===== src/rtl/prv32_alu_arbiter.sv =====
// Two-port arbiter in front of a single shared RV32 ALU.
// Port 0 is the main execute path and port 1 is the auxiliary unit.
// The granted operation is evaluated combinationally. Its result, flags
// and requester id are captured in one registered response slot.
module prv32_alu_arbiter #(
  parameter int FIXED_PRIO = 0,
  parameter int CNT_W      = 16
) (
  input  logic             clk,
  input  logic             rst_n,
  input  logic             req0_valid,
  output logic             req0_ready,
  input  logic [31:0]      req0_a,
  input  logic [31:0]      req0_b,
  input  logic [4:0]       req0_shamt,
  input  logic [3:0]       req0_alufn,
  input  logic             req0_op5,
  input  logic             req1_valid,
  output logic             req1_ready,
  input  logic [31:0]      req1_a,
  input  logic [31:0]      req1_b,
  input  logic [4:0]       req1_shamt,
  input  logic [3:0]       req1_alufn,
  input  logic             req1_op5,
  output logic             rsp_valid,
  input  logic             rsp_ready,
  output logic             rsp_id,
  output logic [31:0]      rsp_r,
  output logic             rsp_cf,
  output logic             rsp_zf,
  output logic             rsp_vf,
  output logic             rsp_sf,
  output logic [CNT_W-1:0] grant_cnt0,
  output logic [CNT_W-1:0] grant_cnt1
);

  localparam logic [3:0] ALU_ADD  = 4'b0000;
  localparam logic [3:0] ALU_SUB  = 4'b0001;
  localparam logic [3:0] ALU_PASS = 4'b0011;
  localparam logic [3:0] ALU_OR   = 4'b0100;
  localparam logic [3:0] ALU_AND  = 4'b0101;
  localparam logic [3:0] ALU_XOR  = 4'b0111;
  localparam logic [3:0] ALU_SRL  = 4'b1000;
  localparam logic [3:0] ALU_SLL  = 4'b1001;
  localparam logic [3:0] ALU_SRA  = 4'b1010;
  localparam logic [3:0] ALU_SLT  = 4'b1101;
  localparam logic [3:0] ALU_SLTU = 4'b1111;

  // Counters stick at all-ones rather than wrapping.
  function automatic logic [CNT_W-1:0] sat_inc(input logic [CNT_W-1:0] c);
    if (&c) return c;
    return c + {{(CNT_W-1){1'b0}}, 1'b1};
  endfunction

  logic              vld_p1;
  logic              rsp_id_p1;
  logic [31:0]       rsp_r_p1;
  logic              rsp_cf_p1, rsp_zf_p1, rsp_vf_p1, rsp_sf_p1;
  logic [CNT_W-1:0]  cnt0_q, cnt1_q;
  logic              last_grant;

  logic              slot_free;
  logic              grant;
  logic              accept_p0;
  logic signed [31:0] alu_a_p0, alu_b_p0;
  logic [4:0]        alu_shamt_p0;
  logic [3:0]        alu_fn_p0;
  logic              alu_op5_p0;
  logic [4:0]        sh_p0;
  logic [31:0]       opb_p0;
  logic [31:0]       add_p0;
  logic [31:0]       r_p0;
  logic              cf_p0, zf_p0, vf_p0, sf_p0;

  // ---- stage p0: arbitration, operand mux and ALU evaluation ----

  // Pick a winner; on a conflict round-robin favours the port not served last.
  always_comb begin
    grant = 1'b0;
    if (req0_valid && req1_valid) begin
      grant = (FIXED_PRIO != 0) ? 1'b0 : ~last_grant;
    end else if (req1_valid) begin
      grant = 1'b1;
    end
  end

  assign slot_free  = ~vld_p1 | rsp_ready;
  assign req0_ready = rst_n & slot_free & ~grant;
  assign req1_ready = rst_n & slot_free &  grant;
  assign accept_p0  = (req0_valid & req0_ready) | (req1_valid & req1_ready);

  // Route the granted port's operands to the ALU (port 0 when idle).
  always_comb begin
    alu_a_p0     = req0_a;
    alu_b_p0     = req0_b;
    alu_shamt_p0 = req0_shamt;
    alu_fn_p0    = req0_alufn;
    alu_op5_p0   = req0_op5;
    if (grant) begin
      alu_a_p0     = req1_a;
      alu_b_p0     = req1_b;
      alu_shamt_p0 = req1_shamt;
      alu_fn_p0    = req1_alufn;
      alu_op5_p0   = req1_op5;
    end
  end

  // Shared ALU: adder/subtractor drives the flags for every function.
  always_comb begin
    sh_p0  = alu_op5_p0 ? alu_b_p0[4:0] : alu_shamt_p0;
    opb_p0 = alu_fn_p0[0] ? ~alu_b_p0 : alu_b_p0;
    {cf_p0, add_p0} = {1'b0, alu_a_p0} + {1'b0, opb_p0} + {32'd0, alu_fn_p0[0]};
    zf_p0  = (add_p0 == 32'd0);
    sf_p0  = add_p0[31];
    vf_p0  = (alu_a_p0[31] == opb_p0[31]) && (add_p0[31] != alu_a_p0[31]);
    r_p0   = 32'd0;
    case (alu_fn_p0)
      ALU_ADD, ALU_SUB: r_p0 = add_p0;
      ALU_PASS:         r_p0 = alu_b_p0;
      ALU_OR:           r_p0 = alu_a_p0 | alu_b_p0;
      ALU_AND:          r_p0 = alu_a_p0 & alu_b_p0;
      ALU_XOR:          r_p0 = alu_a_p0 ^ alu_b_p0;
      ALU_SRL:          r_p0 = alu_a_p0 >> sh_p0;
      ALU_SRA:          r_p0 = alu_a_p0 >>> sh_p0;
      ALU_SLL:          r_p0 = alu_a_p0 << sh_p0;
      ALU_SLT:          r_p0 = {31'd0, sf_p0 ^ vf_p0};
      ALU_SLTU:         r_p0 = {31'd0, ~cf_p0};
      default:          r_p0 = 32'd0;
    endcase
  end

  // ---- stage p1: registered response slot ----

  // Response valid, arbitration history and grant counters.
  always_ff @(posedge clk or negedge rst_n) begin
    if (!rst_n) begin
      vld_p1     <= 1'b0;
      last_grant <= 1'b1;
      cnt0_q     <= '0;
      cnt1_q     <= '0;
    end else if (accept_p0) begin
      vld_p1     <= 1'b1;
      last_grant <= grant;
      if (grant) cnt1_q <= sat_inc(cnt1_q);
      else       cnt0_q <= sat_inc(cnt0_q);
    end else if (rsp_ready) begin
      vld_p1     <= 1'b0;
    end
  end

  // Response payload is captured only on accept and otherwise holds.
  always_ff @(posedge clk or negedge rst_n) begin
    if (!rst_n) begin
      rsp_id_p1 <= 1'b0;
      rsp_r_p1  <= 32'd0;
      rsp_cf_p1 <= 1'b0;
      rsp_zf_p1 <= 1'b0;
      rsp_vf_p1 <= 1'b0;
      rsp_sf_p1 <= 1'b0;
    end else if (accept_p0) begin
      rsp_id_p1 <= grant;
      rsp_r_p1  <= r_p0;
      rsp_cf_p1 <= cf_p0;
      rsp_zf_p1 <= zf_p0;
      rsp_vf_p1 <= vf_p0;
      rsp_sf_p1 <= sf_p0;
    end
  end

  assign rsp_valid  = vld_p1;
  assign rsp_id     = rsp_id_p1;
  assign rsp_r      = rsp_r_p1;
  assign rsp_cf     = rsp_cf_p1;
  assign rsp_zf     = rsp_zf_p1;
  assign rsp_vf     = rsp_vf_p1;
  assign rsp_sf     = rsp_sf_p1;
  assign grant_cnt0 = cnt0_q;
  assign grant_cnt1 = cnt1_q;

endmodule


===== config.mk =====
export PLATFORM = sky130hd
export DESIGN_NAME = prv32_alu_arbiter
export DESIGN_NICKNAME = d
export VERILOG_FILES = /design/src/rtl/prv32_alu_arbiter.sv
export SDC_FILE = /design/constraint.sdc
export NUM_CORES = 1
export LEC_CHECK = 0
export BUFFER_PORTS_ARGS = -buffer_cell sky130_fd_sc_hd__buf_2
export CAP_MARGIN = 20
export CORE_MARGIN = 1
export CORE_UTILIZATION = 45
export DETAILED_ROUTE_END_ITERATION = 6
export PLACE_DENSITY = 0.68
export SLEW_MARGIN = 15
export SYNTH_ARGS = -nofsm -noshare
export SYNTH_HDL_FRONTEND = slang
export SYNTH_SLANG_ARGS = --single-unit

===== constraint.sdc =====
create_clock -name clk -period 5.7 [get_ports clk]
set_input_delay 0 -clock clk [delete_from_list [all_inputs] [get_ports clk]]
set_output_delay 0 -clock clk [all_outputs]
set_load 0.02 [all_outputs]

==> results of run 1 <==
-- routing by layer --
metal	global-route usage	routed length (µm)
met5	0	12
met4	0.317	4930
met3	0.0842	6170
met2	0.669	25300
met1	0.532	22600
-- registers in the layout, indices dropped and copies added (netlist names) --
signal      flops
last_grant      1
rsp_zf          1
rsp_valid       1
rsp_sf          1
rsp_id          1
rsp_cf          1
rsp_r          32
grant_cnt1     16
rsp_vf          1
grant_cnt0     16
-- area by class of cell --
type | count | area, µm²
Clock buffer | 10 | 239
Clock inverter | 6 | 67.6
Fill cell | 2574 | 12100
Inverter | 77 | 289
Multi-Input combinational cell | 1335 | 9470
Sequential cell | 71 | 1780
Tap cell | 335 | 419
Timing Repair Buffer | 297 | 1700
-- worst max-delay path, stage by stage (launching register included) --
cell	delay, ns
dfstp_2	0.38
a21boi_4	0.51
buf_12	0.38
mux2i_1	0.60
inv_1	0.30
ha_1	0.46
nand2_1	0.21
nor2_1	0.07
a221o_1	0.35
a21oi_1	0.19
nand3_1	0.24
a211o_1	0.38
xnor2_1	0.41
nand4_1	0.14
nor4_1	0.21
a22o_1	0.16
-- synthesized netlist by cell type (10+ instances only) --
cell type	n	area, µm²
nand2_1	184	691
nor2_1	147	552
mux2i_1	131	1310
a21oi_1	128	641
ha_1	98	1230
inv_1	77	289
o21ai_0	72	360
dfrtp_1	70	1750
xnor2_1	66	578
clkbuf_1	52	195
mux2_2	38	428
buf_2	35	175
a211oi_1	34	255
a221oi_1	33	289
nand3_1	33	165
o211ai_1	30	225
o22ai_1	27	169
nor3_1	26	130
o221ai_1	22	193
a31oi_1	20	125
and3_1	19	119
xor2_1	18	158
a21o_1	13	97.6
nand4_1	13	81.3
a221o_1	12	120
nand2b_1	12	75.1
a32oi_1	11	96.3
buf_1	10	37.5
buf_4	10	75.1
-- through the flow --
stage / util / power, µW / setup WS (ns)
after floorplan: - / 2450 / 0.893
after global placement: 0.524 / 3400 / 0.652
after detailed placement: 0.524 / 3420 / 0.604
after CTS: 0.536 / 4030 / 0.574
after global routing: 0.536 / 4330 / 0.209
final: 0.536 / 4120 / 0.544
-- power breakdown --
group | leakage (µW) | switching (µW) | total, µW | internal [µW]
Sequential | 0.000953 | 84.7 | 671 | 586
Combinational | 0.00539 | 1870 | 2850 | 978
Clock | 0.000145 | 253 | 606 | 353
-- kinds of logic (layout without fill, tap and decap cells) --
kind of cell	count (synthesis)	after routing	share of synthesized area
XOR/XNOR	84	84	0.0615
AND/OR/NAND/NOR	487	487	0.185
adder cells (fa/ha/maj)	99	99	0.104
AO/OA/AOI/OAI	490	490	0.280
buffers and inverters	186	390	0.0664
multiplexers	175	175	0.155
flip-flops	71	71	0.149
-- path summary, 6_finish.rpt --
| check | start | to | slack (ns) | cells after the start |
|---|---|---|---|---|
| hold / removal | rsp_ready | rsp_valid | 0.04 | 3 |
| max in group asynchronous | rst_n | grant_cnt1[15] | 4.57 | 3 |
| setup reg to reg | last_grant | rsp_zf | 0.54 | 15 |
| hold reg to reg | rsp_id | rsp_id | 0.48 | 1 |
| setup / recovery | last_grant | rsp_zf | 0.54 | 15 |
| min in group asynchronous | rst_n | grant_cnt1[9] | 0.18 | 2 |
==> run summary, run 1 <==
count of input and output buffers = 224
count of endpoints failing setup in the final report = 0
detailed-route via count = 14,170
Fmax achieved = 194 MHz
clock latency of the later-clocked register in the worst-skew pair = 0.35 ns
leakage power summed over all cells = 0.00649 µW
total non-filler cell area in the finished layout = 0.0140 mm²
violation count after the first detailed-routing iteration = 1,785
core area = 0.0261 mm²
initial core utilization = 0.459
share of cells above drive strength 1 = 0.214
critical path class = register to register
Total Routing Usage GR = 0.432
Critical Path Sink Type = register
global-route wire length before repair = 85,500 µm
Total Neg Setup Slack = 0 ns
number of warnings issued by yosys = 0
synthesized netlist net count = 1,844
max-slew violation count = 0
placer congestion estimate = 1.07
final cell count without fillers = 2,131
area post-placement = 0.0136 mm²
first-pass detailed-route iteration total = 6
number of max-capacitance violations reported = 0
clock slew at reported path FFs = 0.06 ns
arrival time of data at the critical path endpoint = 5.44 ns
Unique masters post-synth = 85
cell count after synthesis = 1,592
area added between synthesis and finish = 16.6%
Final Critical Period = 5.16 ns
horizontal extent of the die = 165 µm
per-cell routed wire length = 27.7 µm
proportion of synthesized flip-flops having asynchronous set or reset = 1.00
Resized Gates After CTS = 0
Post-Route Hold Slack = 0.0355 ns
maximum number of pins on one net before global-route repair = 60
most frequent standard cell in the layout excluding fill and tap cells = buf_2
power per cell area = 295 mW/mm²
share of synthesized area occupied by flip-flops and latches = 0.149
classification of the worst-slack hold path = primary input to register
#FFs+latches synth = 71
full die area = 0.0272 mm²
Slew Limit Headroom = 0.167
mean instance size in the synthesized netlist = 7.52 µm²
vias in the first global route = 13,323
dpl hpwl = 47,100 µm
number of instances in the placed design = 2,114
number of levels the H-tree was split into = 3
antenna cell count = 0
worst IR drop on VDD = 0.242 mV
clk sink count = 71
Routed WL = 59,000 µm
floorplan die height = 165 µm
critical path fanouts, max = 59
CP startpoint kind = register
remaining design rule violation count = 0
number of buffers on the longest clock path = 2
EDFF count, synth = 0
Post-CTS Setup Bufs = 0
Fin Clk Skew = 0.00977 ns
slew at the pin closest to its max-slew limit = 1.25 ns
cell area after synthesis = 0.0120 mm²
cell at the root of the clock tree = clkbuf_16
count of standard-cell rows = 59
aggregate global routing overflow = 0
clock buffer count from CTS = 9
Hold-fix buffers, CTS = 1
number of top-level pins = 225
CTS tree = yes
Vias per Instance = 6.65
status = complete, no violations
antenna-violating nets left = 0
final critical-path share of the clock period = 0.904
Post-synth top flop = dfrtp_1
Layout Nets = 2,043
most frequent cells in the layout = 223 x buf_2, 184 x nand2_1, 146 x nor2_1
setup repair after global routing missed its margin = no
CP Data Required Time = 5.99 ns
antenna violations before repair = 1
final hold violation count = 0
(Power assumes the default switching activity.)
==> run 2: changes to the inputs <==
MAX_ROUTING_LAYER = met4   (was default)
==> run 2 against run 1 <==
Die area unchanged. Core utilization unchanged. First-iteration DRC count down 9.2%. Clock skew down 0.0011 ns. Non-clock buffer count down 2. Global-route usage up 1.7 points. Sequential power about the same. Count of clock-buffer cells in the layout down 1. Worst setup slack worse by 0.15 ns.
==> run summary, run 2 (synthesized netlist as in run 1, its figures left out) <==
Resized Gates After CTS = 0 (unchanged)
number of levels the H-tree was split into = 3 (unchanged)
Slew Limit Headroom = 0.361 (+0.195)
CTS tree = yes
count of input and output buffers = 224 (unchanged)
Critical R2R Capture = rsp_zf
Layout Nets = 2,041 (-0.098%)
aggregate global routing overflow = 0 (unchanged)
classification of the worst-slack hold path = primary input to register
count of cells along the worst hold path = 3 (unchanged)
setup repair after global routing missed its margin = no
horizontal extent of the die = 165 µm (unchanged)
dpl hpwl = 47,400 µm (+0.78%)
launch instance of the worst register-to-register path = last_grant
floorplan die height = 165 µm (unchanged)
number of max-capacitance violations reported = 0 (unchanged)
FF-to-FF setup slack = 0.39 ns (-0.15 ns)
critical path class = register to register
count of endpoints failing setup in the final report = 0 (unchanged)
first-pass detailed-route iteration total = 6 (unchanged)
final cell count without fillers = 2,129 (-0.094%)
Vias per Instance = 6.72 (+1.1%)
global-route wire length before repair = 85,900 µm (+0.47%)
status = complete, no violations
final hold violation count = 0 (unchanged)
initial core utilization = 0.459 (unchanged)
per-cell routed wire length = 28.2 µm (+1.8%)
critical path fanouts, max = 97 (+64%)
max reg flops = 32 (unchanged)
most frequent standard cell in the layout excluding fill and tap cells = buf_2
clock buffer count from CTS = 9 (unchanged)
remaining design rule violation count = 0 (unchanged)
detailed-route via count = 14,315 (+1.0%)
final critical-path share of the clock period = 0.931 (+0.0263)
vias in the first global route = 13,198 (-0.94%)
start point of the worst min-delay path = rsp_ready
share of cells above drive strength 1 = 0.213 (-0.000876)
cell at the root of the clock tree = clkbuf_16
path depth of the worst reg2reg path = 16 (+1)
clock slew at reported path FFs = 0.06 ns (about the same)
Final Critical Period = 5.31 ns (+0.150 ns)
number of buffers on the longest clock path = 2 (unchanged)
clock latency of the later-clocked register in the worst-skew pair = 0.35 ns (about the same)
number of top-level pins = 225 (unchanged)
worst IR drop on VDD = 0.287 mV (+19%)
arrival time of data at the critical path endpoint = 5.59 ns (+0.15 ns)
Routed WL = 60,000 µm (+1.7%)
placer congestion estimate = 1.06 (-0.97%)
maximum number of pins on one net before global-route repair = 98 (+63%)
CP startpoint kind = register
leakage power summed over all cells = 0.00649 µW (about the same)
worst min-delay path endpoint = rsp_valid
antenna violations before repair = 0 (-1)
Fmax achieved = 188 MHz (-2.8%)
slew at the pin closest to its max-slew limit = 0.958 ns (-0.292 ns)
area added between synthesis and finish = 16.6% (unchanged)
full die area = 0.0272 mm² (unchanged)
number of instances in the placed design = 2,112 (-0.095%)
Total Neg Setup Slack = 0 ns (unchanged)
core area = 0.0261 mm² (unchanged)
clk sink count = 71 (unchanged)
violation count after the first detailed-routing iteration = 1,620 (-9.2%)
Critical Path Sink Type = register
antenna cell count = 0 (unchanged)
Hold-fix buffers, CTS = 1 (unchanged)
power per cell area = 295 mW/mm² (about the same)
Fin Clk Skew = 0.00865 ns (-0.00111 ns)
Post-CTS Setup Bufs = 0 (unchanged)
count of standard-cell rows = 59 (unchanged)
most frequent cells in the layout = 223 x buf_2, 184 x nand2_1, 146 x nor2_1
antenna-violating nets left = 0 (unchanged)
fillers = 2,537 (-1.4%)
CP Data Required Time = 5.98 ns (about the same)
max-slew violation count = 0 (unchanged)
Total Routing Usage GR = 0.449 (+0.0168)
[run 2: changes by cell type in the layout (fill, tap and decap cells not counted)]
cell and delta:
buf_12 +2, o311ai_1 -1, clkinv_4 -1, clkinv_2 +1
buf_4 -4, o311ai_0 +1, clkbuf_8 -1, clkinvlp_4 +1
[run 2: routing by layer]
layer	share of wire	vias up	track usage
li1	-	6317	-
met1	0.39	6749	0.536
met2	0.43	991	0.686
met3	0.10	258	0.0857
met4	0.080	0	0.299
met5	0	-	-
[run 2: final cells by class]
class / count / area, µm² / area share
multi-input cells: 1335 / 9470 / 0.678
clock inverters: 7 / 71.3 / 0.00511
inverters: 77 / 289 / 0.0207
flip-flops and latches: 71 / 1780 / 0.127
clock buffers: 9 / 225 / 0.0161
repair buffers: 295 / 1710 / 0.122
well taps: 335 / 419 / 0.0300
[run 2: worst max path at each step]
stage | slack, ns | to | start | depth (start not counted)
after floorplan | 0.89 | rsp_zf | last_grant | 20
after global placement | 0.76 | rsp_zf | last_grant | 16
after detailed placement | 0.49 | rsp_zf | last_grant | 16
after CTS | 0.48 | rsp_zf | last_grant | 16
after global routing | 0.08 | rsp_zf | last_grant | 16
final | 0.39 | rsp_zf | last_grant | 16
[run 2: through the flow]
stage          setup slack, ns  instance area, µm²  utilization  hold WS, ns  power [µW]
2_1_floorplan            0.893               12000            -       -0.296        2450
3_3_place_gp             0.761               13700        0.524       -0.161        3410
3_5_place_dp             0.491               13700        0.524       -0.163        3420
4_1_cts                  0.483               14000        0.536       0.0206        4020
5_1_grt                 0.0758               14000        0.536       0.0597        4320
6_report                 0.395               14000        0.536       0.0190        4120
[run 2: report_power, final]
part | leakage, µW | internal [µW] | switching [µW]
Sequential | 0.000953 | 586 | 85.5
Clock | 0.000138 | 339 | 247
Combinational | 0.00540 | 975 | 1890
[run 2: critical path: stages, from the launching register on]
cell and delay (ns):
dfstp_2 0.38, a21boi_4 0.19, buf_12 0.42, mux2i_1 0.50, inv_1 0.26, ha_1 0.47
a21o_1 0.24, a21o_1 0.18, a221o_1 0.44, nor4_1 0.32, nor4b_1 0.12, nand4b_1 0.18
a2111oi_0 0.57, buf_4 0.22, nand4_1 0.09, nor4_1 0.34, a22o_1 0.18
==> run 3: changes to the inputs <==
ABC_AREA = 1   (was default)
CTS_BUF_LIST = sky130_fd_sc_hd__clkbuf_4 sky130_fd_sc_hd__clkbuf_8   (was default)
PLACE_DENSITY = 0.67   (was 0.68)
==> run 3 against run 2 <==
Via count up 14%. Fmax rose by 17%. Die area rose by 7.5%. Non-clock buffer count shrank 47. Register-to-register slack gained 0.79 ns. Clock power shrank 31%. First-iteration DRC count is 10% higher. Synthesized area grew 7.6%.
==> run summary, run 3 <==
status = complete, no violations
violation count after the first detailed-routing iteration = 1,790 (+10%)
antenna violations before repair = 3 (+3)
Post-synth top flop = dfrtp_1
Total Neg Setup Slack = 0 ns (unchanged)
count of standard-cell rows = 61 (+3.4%)
maximum number of pins on one net before global-route repair = 141 (+44%)
max reg flops = 32 (unchanged)
proportion of synthesized flip-flops having asynchronous set or reset = 1.00 (unchanged)
most frequent cells in the layout = 767 x nand2_1, 398 x nand3_1, 232 x inv_1
#FFs+latches synth = 71 (unchanged)
number of top-level pins = 225 (unchanged)
power per cell area = 335 mW/mm² (+13%)
per-cell routed wire length = 21.4 µm (-24%)
area added between synthesis and finish = 10.8%
arrival time of data at the critical path endpoint = 4.78 ns (-0.81 ns)
count of endpoints failing setup in the final report = 0 (unchanged)
Total Routing Usage GR = 0.415 (-0.0338)
final hold violation count = 0 (unchanged)
detailed-route via count = 16,331 (+14%)
CTS tree = yes
share of cells above drive strength 1 = 0.151 (-0.0618)
aggregate global routing overflow = 0 (unchanged)
CP Data Required Time = 5.96 ns (-0.02 ns)
vias in the first global route = 14,888 (+13%)
critical path fanouts, max = 140 (+44%)
horizontal extent of the die = 171 µm (+3.7%)
mean instance size in the synthesized netlist = 5.77 µm² (-23%)
synthesized netlist net count = 2,483 (+35%)
cell count after synthesis = 2,231 (+40%)
cell with the most instances after synthesis = nand2_1
antenna-violating nets left = 0 (unchanged)
number of buffers on the longest clock path = 2 (unchanged)
leakage power summed over all cells = 0.00798 µW (+23%)
setup repair after global routing missed its margin = no
final cell count without fillers = 2,783 (+31%)
Resized Gates After CTS = 0 (unchanged)
classification of the worst-slack hold path = primary input to register
core area = 0.0279 mm² (+7.2%)
number of levels the H-tree was split into = 3 (unchanged)
Critical Path Sink Type = register
Layout Nets = 2,649 (+30%)
full die area = 0.0293 mm² (+7.5%)
dominant cell type by area after synthesis = nand2_1
Slew Limit Headroom = 0.213 (-0.148)
cell types with the highest counts after synthesis = 767 x nand2_1, 398 x nand3_1, 232 x inv_1
remaining design rule violation count = 0 (unchanged)
max-slew violation count = 0 (unchanged)
floorplan die height = 171 µm (+3.7%)
final critical-path share of the clock period = 0.793 (-0.138)
initial core utilization = 0.461 (+0.00169)
clock slew at reported path FFs = 0.09 ns (+0.03 ns)
CP startpoint kind = register
placer congestion estimate = 1.08 (+1.8%)
Hold-fix buffers, CTS = 4 (+3)
global-route wire length before repair = 87,900 µm (+2.3%)
total power after layout = 4770 µW (+16%)
EDFF count, synth = 0 (unchanged)
dpl hpwl = 47,800 µm (+0.82%)
count of cells along the worst hold path = 4 (+1)
path depth of the worst reg2reg path = 18 (+2)
Synth area leaders = nand2_1 22%, nand3_1 15%, dfrtp_1 14%
Unique masters post-synth = 52 (-39%)
Fin Clk Skew = 0.0107 ns (+0.00204 ns)
slew at the pin closest to its max-slew limit = 1.17 ns (+0.215 ns)
Post-CTS Setup Bufs = 0 (unchanged)
number of warnings issued by yosys = 0 (unchanged)
area post-placement = 0.0140 mm² (+2.7%)
total non-filler cell area in the finished layout = 0.0143 mm² (+2.2%)
count of input and output buffers = 224 (unchanged)
clock latency of the later-clocked register in the worst-skew pair = 0.38 ns (+0.03 ns)
number of instances in the placed design = 2,760 (+31%)
cell at the root of the clock tree = clkbuf_8
clk sink count = 71 (unchanged)
clock buffer count from CTS = 9 (unchanged)
number of max-capacitance violations reported = 0 (unchanged)
worst IR drop on VDD = 0.169 mV (-41%)
cell area after synthesis = 0.0129 mm² (+7.6%)
area share of the leading cell type in the synthesized netlist = 0.224 (+0.0772)
most frequent standard cell in the layout excluding fill and tap cells = nand2_1
Final Critical Period = 4.52 ns (-0.788 ns)
Routed WL = 59,600 µm (-0.63%)
share of synthesized area occupied by flip-flops and latches = 0.138 (-0.0105)
Fmax achieved = 221 MHz (+17%)
Vias per Instance = 5.87 (-13%)
first-pass detailed-route iteration total = 6 (unchanged)
critical path class = register to register
run 3: cell types whose count changed after synthesis, moves of 39 or more:
cell / before / now
a21oi_1: 128 / 63
inv_1: 77 / 232
mux2i_1: 131 / 0
nand2_1: 184 / 767
nand3_1: 33 / 398
nor2_1: 147 / 108
o21ai_1: 3 / 58
run 3: worst max-delay path: stages (launching register included):
cell	delay, ns
dfstp_2	0.56
nand2_4	0.09
nand2_4	0.08
buf_12	0.41
nand2_1	0.14
o21ai_1	0.43
inv_1	0.16
ha_1	0.38
a21oi_1	0.25
o21ai_0	0.18
a21oi_1	0.23
nand2_1	0.14
a21oi_1	0.29
xor2_1	0.32
nor2_1	0.10
nor2_1	0.17
nand3_1	0.17
nand2_1	0.09
nand2_1	0.06
run 3: cell families after synthesis:
family	share of synthesized area
XOR/XNOR	0.0490
AO/OA/AOI/OAI	0.124
flip-flops	0.138
multiplexers	0.000875
adder cells (fa/ha/maj)	0.0968
AND/OR/NAND/NOR	0.470
buffers and inverters	0.122
run 3: layout make-up:
type                    instances  area, µm²
fillers                      3088      13700
multi-input cells            1813       9540
flip-flops and latches         71       1780
repair buffers                248       1320
inverters                     254        953
well taps                     378        473
clock buffers                  11        145
clock inverters                 5       40.0
diodes                          3       7.51
run 3: layer usage:
metal  GRT usage  routed length, µm  vias to the layer above
met5           -                  0                        -
li1            -                  -                     7596
met4       0.226               3460                        0
met3      0.0786               5770                      179
met2       0.636              26800                      903
met1       0.513              23600                     7653
run 3: stage by stage:
| step | hold WS [ns] | setup WS [ns] | util |
|---|---|---|---|
| 2_1_floorplan | -0.296 | 2.32 | - |
| 3_3_place_gp | -0.165 | 1.35 | 0.502 |
| 3_5_place_dp | -0.164 | 1.43 | 0.502 |
| 4_1_cts | 0.0809 | 1.39 | 0.510 |
| 5_1_grt | 0.110 | 1.09 | 0.510 |
| 6_report | 0.0925 | 1.18 | 0.510 |
run 3: where the power goes:
| part | total [µW] | internal, µW | switching, µW | leakage [µW] |
|---|---|---|---|---|
| Clock | 406 | 180 | 226 | 0.0000981 |
| Combinational | 3600 | 1060 | 2540 | 0.00695 |
| Sequential | 765 | 649 | 116 | 0.000926 |
| Total | 4770 | 1890 | 2880 | 0.00798 |
run 3: worst paths after layout:
path	startpoint	to	slack, ns
max	last_grant	rsp_r[24]	1.18
min	req1_a[31]	rsp_vf	0.09
max reg2reg	last_grant	rsp_r[24]	1.18
min reg2reg	rsp_id	rsp_id	0.48
max in group asynchronous	rst_n	grant_cnt1[1]	4.61
min in group asynchronous	rst_n	grant_cnt0[15]	0.49
